<file path="src/rtl/sift_out_pkg.sv">
// Shared types and constants for the sift-out fault-management controller.
package sift_out_pkg;

    localparam int unsigned N_MODULES = 3;
    localparam int unsigned CNT_W     = 4;

    // System degradation level. SIMPLEX is kept in the encoding but never
    // entered on purpose; landing there is treated as a failure.
    typedef enum logic [1:0] {
        TMR     = 2'd0,
        DUPLEX  = 2'd1,
        SIMPLEX = 2'd2,
        FAILED  = 2'd3
    } state_t;

endpackage

</file>
<file path="src/rtl/sift_out_fault_counter.sv">
// Saturating consecutive-disagreement counter for one redundant module.
// o_hit looks at the value being loaded on the coming edge, so the owner can
// retire the module on the very edge the count reaches THRESH.
module sift_out_fault_counter
    import sift_out_pkg::*;
#(
    parameter int unsigned THRESH = 4
) (
    input  logic i_clk,
    input  logic i_rst_n,
    input  logic i_inc,
    input  logic i_zero,
    input  logic i_hold,
    input  logic i_clr,
    output logic o_hit
);

    logic [CNT_W-1:0] r_count;
    logic [CNT_W-1:0] w_count_nxt;

    // Next count: clear beats hold, hold beats increment/zero; saturate at all-ones.
    always_comb begin
        w_count_nxt = r_count;
        if (i_clr) begin
            w_count_nxt = '0;
        end else if (i_hold) begin
            w_count_nxt = r_count;
        end else if (i_inc) begin
            if (r_count != {CNT_W{1'b1}}) begin
                w_count_nxt = r_count + CNT_W'(1);
            end
        end else if (i_zero) begin
            w_count_nxt = '0;
        end
    end

    assign o_hit = (w_count_nxt >= CNT_W'(THRESH));

    // Count register.
    always_ff @(posedge i_clk or negedge i_rst_n) begin
        if (!i_rst_n) begin
            r_count <= '0;
        end else begin
            r_count <= w_count_nxt;
        end
    end

endmodule

</file>
<file path="src/rtl/sift_out_controller.sv">
// Voter and degradation FSM for a triple-redundant bit-serial datapath.
//
// Handshakes: i_in_valid qualifies i_mod_out for one cycle; there is no ready,
// every valid sample is consumed and produces o_out_valid one cycle later.
// i_clr_req is a level request; its rising edge applies the clear and
// o_clr_ack pulses for exactly one cycle. The request must drop before the
// next one is recognised.
module sift_out_controller
    import sift_out_pkg::*;
#(
    parameter int unsigned THRESH = 4
) (
    input  logic                 i_clk,
    input  logic                 i_rst_n,
    input  logic                 i_in_valid,
    input  logic [N_MODULES-1:0] i_mod_out,
    input  logic                 i_clr_req,
    output logic                 o_clr_ack,
    output logic                 o_out_valid,
    output logic                 o_out_bit,
    output logic [N_MODULES-1:0] o_retire_mask,
    output logic                 o_degraded,
    output logic                 o_fail,
    output state_t               o_state
);

    state_t               r_state;
    logic [N_MODULES-1:0] r_mask;
    logic                 r_fail;
    logic                 r_degraded;
    logic                 r_out_valid;
    logic                 r_out_bit;
    logic                 r_clr_ack;
    logic                 r_clr_req_d;

    logic [N_MODULES-1:0] w_active;
    logic [N_MODULES-1:0] w_sel;
    logic                 w_maj;
    logic                 w_dup_dis;
    logic                 w_dup_val;
    logic                 w_vote_bit;
    logic [N_MODULES-1:0] w_inc;
    logic [N_MODULES-1:0] w_zero;
    logic [N_MODULES-1:0] w_hold;
    logic [N_MODULES-1:0] w_hit;
    logic [N_MODULES-1:0] w_hit_act;
    logic                 w_multi_hit;
    logic                 w_clr_fire;
    logic                 w_frozen;

    assign w_active    = ~r_mask;
    assign w_sel       = i_mod_out & w_active;
    assign w_maj       = (i_mod_out[0] & i_mod_out[1]) | (i_mod_out[0] & i_mod_out[2])
                       | (i_mod_out[1] & i_mod_out[2]);
    // With exactly two modules active, parity of the active bits is disagreement.
    assign w_dup_dis   = ^w_sel;
    assign w_dup_val   = |w_sel;
    assign w_clr_fire  = i_clr_req & ~r_clr_req_d;
    assign w_frozen    = (r_state == FAILED) || (r_state == SIMPLEX);
    assign w_hit_act   = w_hit & w_active;
    assign w_multi_hit = |(w_hit_act & (w_hit_act - 3'd1));

    // Vote and per-module counter commands for the current state.
    always_comb begin
        w_vote_bit = 1'b0;
        w_inc      = '0;
        w_zero     = '0;
        unique case (r_state)
            TMR: begin
                w_vote_bit = w_maj;
                w_inc      = i_mod_out ^ {N_MODULES{w_maj}};
                w_zero     = ~w_inc;
            end
            DUPLEX: begin
                w_vote_bit = ~w_dup_dis & w_dup_val;
                w_inc      = {N_MODULES{w_dup_dis}} & w_active;
                w_zero     = {N_MODULES{~w_dup_dis}} & w_active;
            end
            default: begin
                w_vote_bit = 1'b0;
            end
        endcase
        w_hold = r_mask | {N_MODULES{~i_in_valid | w_frozen}};
    end

    for (genvar g = 0; g < N_MODULES; g++) begin : g_cnt
        sift_out_fault_counter #(
            .THRESH (THRESH)
        ) u_cnt (
            .i_clk   (i_clk),
            .i_rst_n (i_rst_n),
            .i_inc   (w_inc[g]),
            .i_zero  (w_zero[g]),
            .i_hold  (w_hold[g]),
            .i_clr   (w_clr_fire),
            .o_hit   (w_hit[g])
        );
    end

    // Degradation FSM, output collector and clear handshake.
    always_ff @(posedge i_clk or negedge i_rst_n) begin
        if (!i_rst_n) begin
            r_state     <= TMR;
            r_mask      <= '0;
            r_fail      <= 1'b0;
            r_degraded  <= 1'b0;
            r_out_valid <= 1'b0;
            r_out_bit   <= 1'b0;
            r_clr_ack   <= 1'b0;
            r_clr_req_d <= 1'b0;
        end else begin
            r_clr_req_d <= i_clr_req;
            r_clr_ack   <= w_clr_fire;
            r_out_valid <= i_in_valid;
            if (i_in_valid) begin
                r_out_bit <= w_vote_bit;
            end
            if (w_clr_fire) begin
                r_state    <= TMR;
                r_mask     <= '0;
                r_fail     <= 1'b0;
                r_degraded <= 1'b0;
            end else if (r_state == SIMPLEX) begin
                r_state    <= FAILED;
                r_fail     <= 1'b1;
                r_degraded <= 1'b1;
            end else if (i_in_valid) begin
                unique case (r_state)
                    TMR: begin
                        if (|w_hit_act) begin
                            r_mask     <= r_mask | w_hit_act;
                            r_degraded <= 1'b1;
                            if (w_multi_hit) begin
                                r_state <= FAILED;
                                r_fail  <= 1'b1;
                            end else begin
                                r_state <= DUPLEX;
                            end
                        end
                    end
                    DUPLEX: begin
                        if (|w_hit_act) begin
                            r_state <= FAILED;
                            r_fail  <= 1'b1;
                        end
                    end
                    default: begin
                        r_state <= r_state;
                    end
                endcase
            end
        end
    end

    assign o_clr_ack     = r_clr_ack;
    assign o_out_valid   = r_out_valid;
    assign o_out_bit     = r_out_bit;
    assign o_retire_mask = r_mask;
    assign o_degraded    = r_degraded;
    assign o_fail        = r_fail;
    assign o_state       = r_state;

endmodule

</file>
<file path="config.mk">
export PLATFORM = sky130hd
export DESIGN_NAME = sift_out_controller
export DESIGN_NICKNAME = d
export VERILOG_FILES = /design/src/rtl/sift_out_pkg.sv /design/src/rtl/sift_out_fault_counter.sv /design/src/rtl/sift_out_controller.sv
export SDC_FILE = /design/constraint.sdc
export NUM_CORES = 1
export LEC_CHECK = 0
export BUFFER_PORTS_ARGS = -buffer_cell sky130_fd_sc_hd__buf_2
export CAP_MARGIN = 30
export CORE_ASPECT_RATIO = 1.1
export CORE_MARGIN = 8
export CORE_UTILIZATION = 43
export DETAILED_ROUTE_END_ITERATION = 12
export HOLD_SLACK_MARGIN = 0.1
export PLACE_DENSITY = 0.61
export RECOVER_POWER = 50
export SETUP_SLACK_MARGIN = 0.3
export SLEW_MARGIN = 5
export SYNTH_ARGS = -nofsm -noshare
export SYNTH_HDL_FRONTEND = slang
export SYNTH_SLANG_ARGS = --single-unit
</file>
<file path="constraint.sdc">
create_clock -name i_clk -period 4.06 [get_ports i_clk]
set_clock_uncertainty 0.2 [all_clocks]
set_input_delay 0.406 -clock i_clk [delete_from_list [all_inputs] [get_ports i_clk]]
set_output_delay 0.406 -clock i_clk [all_outputs]
set_load 0.02 [all_outputs]
</file>
# Word-level counts from Yosys, hierarchy flattened
# Cells that the tools add are included.
# W data, S select, Z words.
# classes
add_sub_neg	4
multipliers	0
n_div	0
magnitude_cmp	3
eq_ne	10
shift	0
n_mux	41
bitwise_logic	21
reduce_logical	17
# ops
operator	count
$mux W4	15
$ne A4 B4 Y1 const B	6
$and A3 B3 Y3	5
$mux W3	5
$add A4 B1 Y4 const B	3
$ge A4 B3 Y1 const B	3
$mux W2	6
$pmux W3 S2	2
$mux W1	10
$reduce_bool A3 Y1	3
$reduce_or A3 Y1	3
$reduce_and A4 Y1	2
$not A3 Y3	2
$or A3 B3 Y3	2
$reduce_bool A2 Y1	3
$and A1 B1 Y1	5
$reduce_and A5 Y1	1
$eq A2 B2 Y1 const B	2
$pmux W1 S2	2
$pmux W2 S2	1
$reduce_bool A4 Y1	1
$not A1 Y1	3
$or A1 B1 Y1	3
$reduce_and A3 Y1	1
7 further kinds	7
# word_totals
regBits	23
latchBits	0
mem_bits_rw	0
mem_bits_ro	0
output_inout_bits	10
word_cells	107
mem_count	0

# Depth between registers and ports, before layout
# logic_depth
ltp_word	21
depth_mapped	12

# Hierarchy
# From an unflattened synthesis, not the netlist that was laid out.
# hier_totals
hier_cells	150
hier_area_um2	1537.7
# by_module_without_submodules
mod	instances	cells_each	area_per_inst_um2	seq_area_each_um2
sift_out_fault_counter	3	26	281.5	100.1
sift_out_controller	1	72	693.2	275.3

# Least setup slack after synthesis
# Ideal clock, no wire load.
# synth_timing
kind	register -> register
start	register r_mask[0] (netlist: o_retire_mask[0])
end	register r_fail (netlist: o_fail)
setup_time_ns	0.099
t_arrival_ns	2.742
required_time_ns	3.761
setup_slack_ns	1.019
stages_incl_launch_ff	13
n_path_buf	1
synth_period_minus_slack_ns	3.041
cell_sequence	dfrtp_1 > inv_1 > nand2_1 > ha_1 > buf_8 > xnor2_2 > o31ai_4 > a311oi_1 > nor4b_1 > inv_1 > maj3_2 > nor2b_4 > a311oi_1
# synth_between
elab_chain_len	17
# synth_rtl
item	line	source
from (decl)	sift_out_controller.sv:28	logic [N_MODULES-1:0] r_mask;
from (signal assigned)	sift_out_controller.sv:131	r_mask <= r_mask | w_hit_act;
$not A3 Y3	sift_out_controller.sv:51	assign w_active = ~r_mask;
$and A3 B3 Y3	sift_out_controller.sv:52	assign w_sel = i_mod_out & w_active;
$reduce_xor A3 Y1	sift_out_controller.sv:56	assign w_dup_dis = ^w_sel;
$not A1 Y1	sift_out_controller.sv:77	w_zero = {N_MODULES{~w_dup_dis}} & w_active;
$and A3 B3 Y3	sift_out_controller.sv:77	
$pmux W3 S2	sift_out_controller.sv:68	unique case (r_state)
$mux W4	sift_out_fault_counter.sv:32	end else if (i_zero) begin
$mux W4	sift_out_fault_counter.sv:28	end else if (i_inc) begin
$mux W4	sift_out_fault_counter.sv:26	end else if (i_hold) begin
$mux W4	sift_out_fault_counter.sv:24	if (i_clr) begin
$ge A4 B3 Y1	sift_out_fault_counter.sv:37	assign o_hit = (w_count_nxt >= CNT_W'(THRESH));
$and A3 B3 Y3 (*)	sift_out_controller.sv:60	assign w_hit_act = w_hit & w_active;
$sub A3 B1 Y3	sift_out_controller.sv:61	assign w_multi_hit = |(w_hit_act & (w_hit_act - 3'd1));
$and A3 B3 Y3	sift_out_controller.sv:61	
$reduce_or A3 Y1	sift_out_controller.sv:61	
$ne A4 B4 Y1 (no source line)	--	
$reduce_and A5 Y1 (no source line) (*)	--	
to (signal assigned)	sift_out_controller.sv:105	r_fail <= 1'b0;
to (signal assigned)	sift_out_controller.sv:121	r_fail <= 1'b0;
to (signal assigned)	sift_out_controller.sv:125	r_fail <= 1'b1;
to (decl)	sift_out_controller.sv:29	logic r_fail;
# Every way passes the cells marked *; elsewhere a longest branch is shown, timed or not.
# A chain may end at the register's enable or synchronous reset.

# Final worst setup path
# Ends and elaborated chain as after synthesis.

==> metrics.csv <==
metric;value;unit
status;finished, final reports clean;
CTS Buf Count;3;
Starting Density;0.438;
Worst path slowest cell;ha_1;
# DRC;0;
antenna violations before repair;0;
global-route wire length before repair;6430;um
reg2reg path depth;11;
die area;6210;um^2
relative slew slack;0.160;
Vias per Instance;5.63;
antenna diode count;0;
Max stage delay on crit path;0.44;ns
GP Congestion;0.836;
Area growth syn-to-layout;8.78;%
setup bufs post-CTS;0;
synthesized cell area;1700;um^2
period utilization;0.819;
CTS clk-pin slew, worst paths;0.08;ns
DR pass1 iterations;4;
Final ANT Viol Nets;0;
share of layout cells above drive strength 1;0.167;
Setup TNS Final;0;ns
Max-cap violations;0;
P_sw;0.000445;W
Syn Nets;198;
Final Hold Vio Count;0;
Primary FF master, synth;dfrtp_1;
cells after synthesis;183;
Row Count;24;
RSZ-0062 raised after global routing;false;
Worst R2R Start;o_retire_mask[0];
post-synthesis sequential area ratio;0.339;
Clock Latency Late Sink;0.26;ns
Worst Tran Pin Value;1.26;ns
commonest cells in the netlist;nor2_1, dfrtp_1, nand2_1;
post-cts hold buffer count;2;
vias in the first global route;1368;
core area;3870;um^2
Combinational Power Share;0.525;
number of I/O pins;17;
Pwr Density;528;nW/um^2
CP Cell Sequence;inv_1 -> nand2_1 -> ha_1 -> xnor2_2 -> o31ai_4 -> a311oi_1 -> nor4b_1 -> inv_1 -> maj3_2 -> nor2b_4 -> a311oi_1;
# fillers;375;
flops & latches, synth;23;
worst reg2reg setup slack;0.74;ns
final std cells w/o fill;250;
largest cells by area after synthesis;dfrtp_1, nor2_1, ha_1, a21oi_1, nand2_1;
Crit Path Category;reg -> reg;
DRT Wirelength;3710;um
Power Internal;0.000529;W
area post-placement;1790;um^2
worst hold path type;in -> reg;
R2R Path End;o_fail;
clock share of power;0.144;
multi-input logic area;1030;um^2
CP startpoint;o_retire_mask[0];
CP endpoint;o_fail;
Worst EP required;4.03;ns
crit end category;register;
Post-CTS Resized;0;
switching power share of the total;0.457;
Synth cell types;54;
yosys warns;0;
Final Max Tran Viols;0;
Synth area leader;dfrtp_1;
GRT overflow;0;
startpoint types;register;
count leader, synth;nor2_1;
layout net count;214;
sequential power share;0.331;
Max Fanout on Critical Path;7;
maximum clock frequency;0.301;GHz
Final Critical Period;3.32;ns
Lkg Pwr;0.843;nW
dpl hpwl;2880;um
placed cells;244;
Arrival @ worst endpoint;3.29;ns
Die H;81.9;um
Finished Cell Area;1840;um^2
pin count of the biggest net entering global routing;24;
Max VDD drop;239;uV
CTS root buffer;clkbuf_8;
# clock sinks;23;
Avg Inst Size Synth;9.26;um^2
Async S/R FF share, synth;1.00;
register area;576;um^2
final setup violation count;0;
Port Buffers;16;
post-layout util;0.476;
Yosys top cell area share;0.339;
TritonCTS clock tree;built;
H-tree depth;1;
clk buf depth;2;
WL/cell;14.9;um
vias;1408;
aggregate global-route resource usage;0.133;
number of flops mapped to enable cells by yosys;0;
DR iter-0 viols;63;
Die Wd;75.9;um
-- cells in the final DEF (no fill, tap or decap), drive strengths merged, types with 3 or more instances in the layout --
master and count:
o21ai 10, nor2b 3, a22oi 5, mux2i 4, ha 8, and4b 3
dfrtp 23, nor4b 3, nand2 11, clkbuf 9, and3 6, nand3b 3
nand3 8, buf 11, nand2b 7, a311oi 3, nor2 31, inv 6
a21oi 9, o211a 3, a31oi 6
-- per-stage QoR --
| step | worst slack, ns | power (W) | hold slack [ns] |
|---|---|---|---|
| final | 0.736 | 0.000974 | 0.257 |
| after global routing | 0.473 | 0.00106 | 0.304 |
| after CTS | 0.748 | 0.000986 | 0.163 |
| after detailed placement | 0.716 | 0.000840 | 0.211 |
| after global placement | 0.804 | 0.000829 | 0.205 |
| after floorplan | 1.02 | 0.000731 | -0.0896 |
-- cell type report --
class                      instances  share of cell area
clock buffer                       3              0.0224
clock inverter                     1             0.00271
multi-input combinational        145               0.559
sequential                        23               0.312
timing repair buffer              19              0.0543
tap                               52              0.0353
inverter                           7              0.0142
-- worst min-delay path by stage --
| stage | start | end | slack, ns | cells after the start |
|---|---|---|---|---|
| finish | i_in_valid | o_out_valid | 0.26 | 1 |
| global route | i_in_valid | o_out_valid | 0.30 | 1 |
| CTS | i_in_valid | o_out_valid | 0.16 | 1 |
| detailed placement | i_rst_n | r_clr_req_d | 0.21 | 1 |
| global placement | i_rst_n | r_clr_req_d | 0.21 | 1 |
| floorplan | i_rst_n | g_cnt[0].u_cnt.r_count[0] | -0.09 | 0 |
-- worst max-delay path, delay by kind of cell, from the launching register on --
family | cells | cell delay, ns
fa+ha+maj | 2 | 0.76
compound gates | 3 | 0.75
simple gates | 3 | 0.61
flops | 1 | 0.41
buf+inv | 2 | 0.29
xor+xnor | 1 | 0.21
-- routing by layer --
metal | track usage | vias up | share of wire
met1 | 0.171 | 688 | 0.46
met3 | 0.0159 | 4 | 0.034
met5 | 0 | - | 0
met2 | 0.219 | 22 | 0.49
li1 | - | 694 | -
met4 | 0.0538 | 0 | 0.012
-- power groups by stage --
stage	clock network (W)	registers [W]	logic, W
4_1_cts	0.000147	0.000322	0.000517
6_report	0.000140	0.000322	0.000511
3_3_place_gp	0	0.000322	0.000507
5_1_grt	0.000155	0.000331	0.000576
3_5_place_dp	0	0.000327	0.000514
2_1_floorplan	0	0.000348	0.000383
-- registers in the layout, summed over array words and instances (netlist names) --
| register | cells |
|---|---|
| g_cnt.u_cnt.r_count | 12 |
| o_retire_mask | 3 |
| o_state | 2 |
| o_clr_ack | 1 |
| o_degraded | 1 |
| o_fail | 1 |
| o_out_bit | 1 |
| o_out_valid | 1 |
| r_clr_req_d | 1 |
-- logic make-up after synthesis --
logic type	count (synthesis)	synth area share
compound gates	47	0.211
xor+xnor	3	0.0310
fa+ha+maj	10	0.0716
buf+inv	15	0.0524
flops	23	0.339
mux	5	0.0303
simple gates	80	0.264
(Power assumes the default switching activity.)
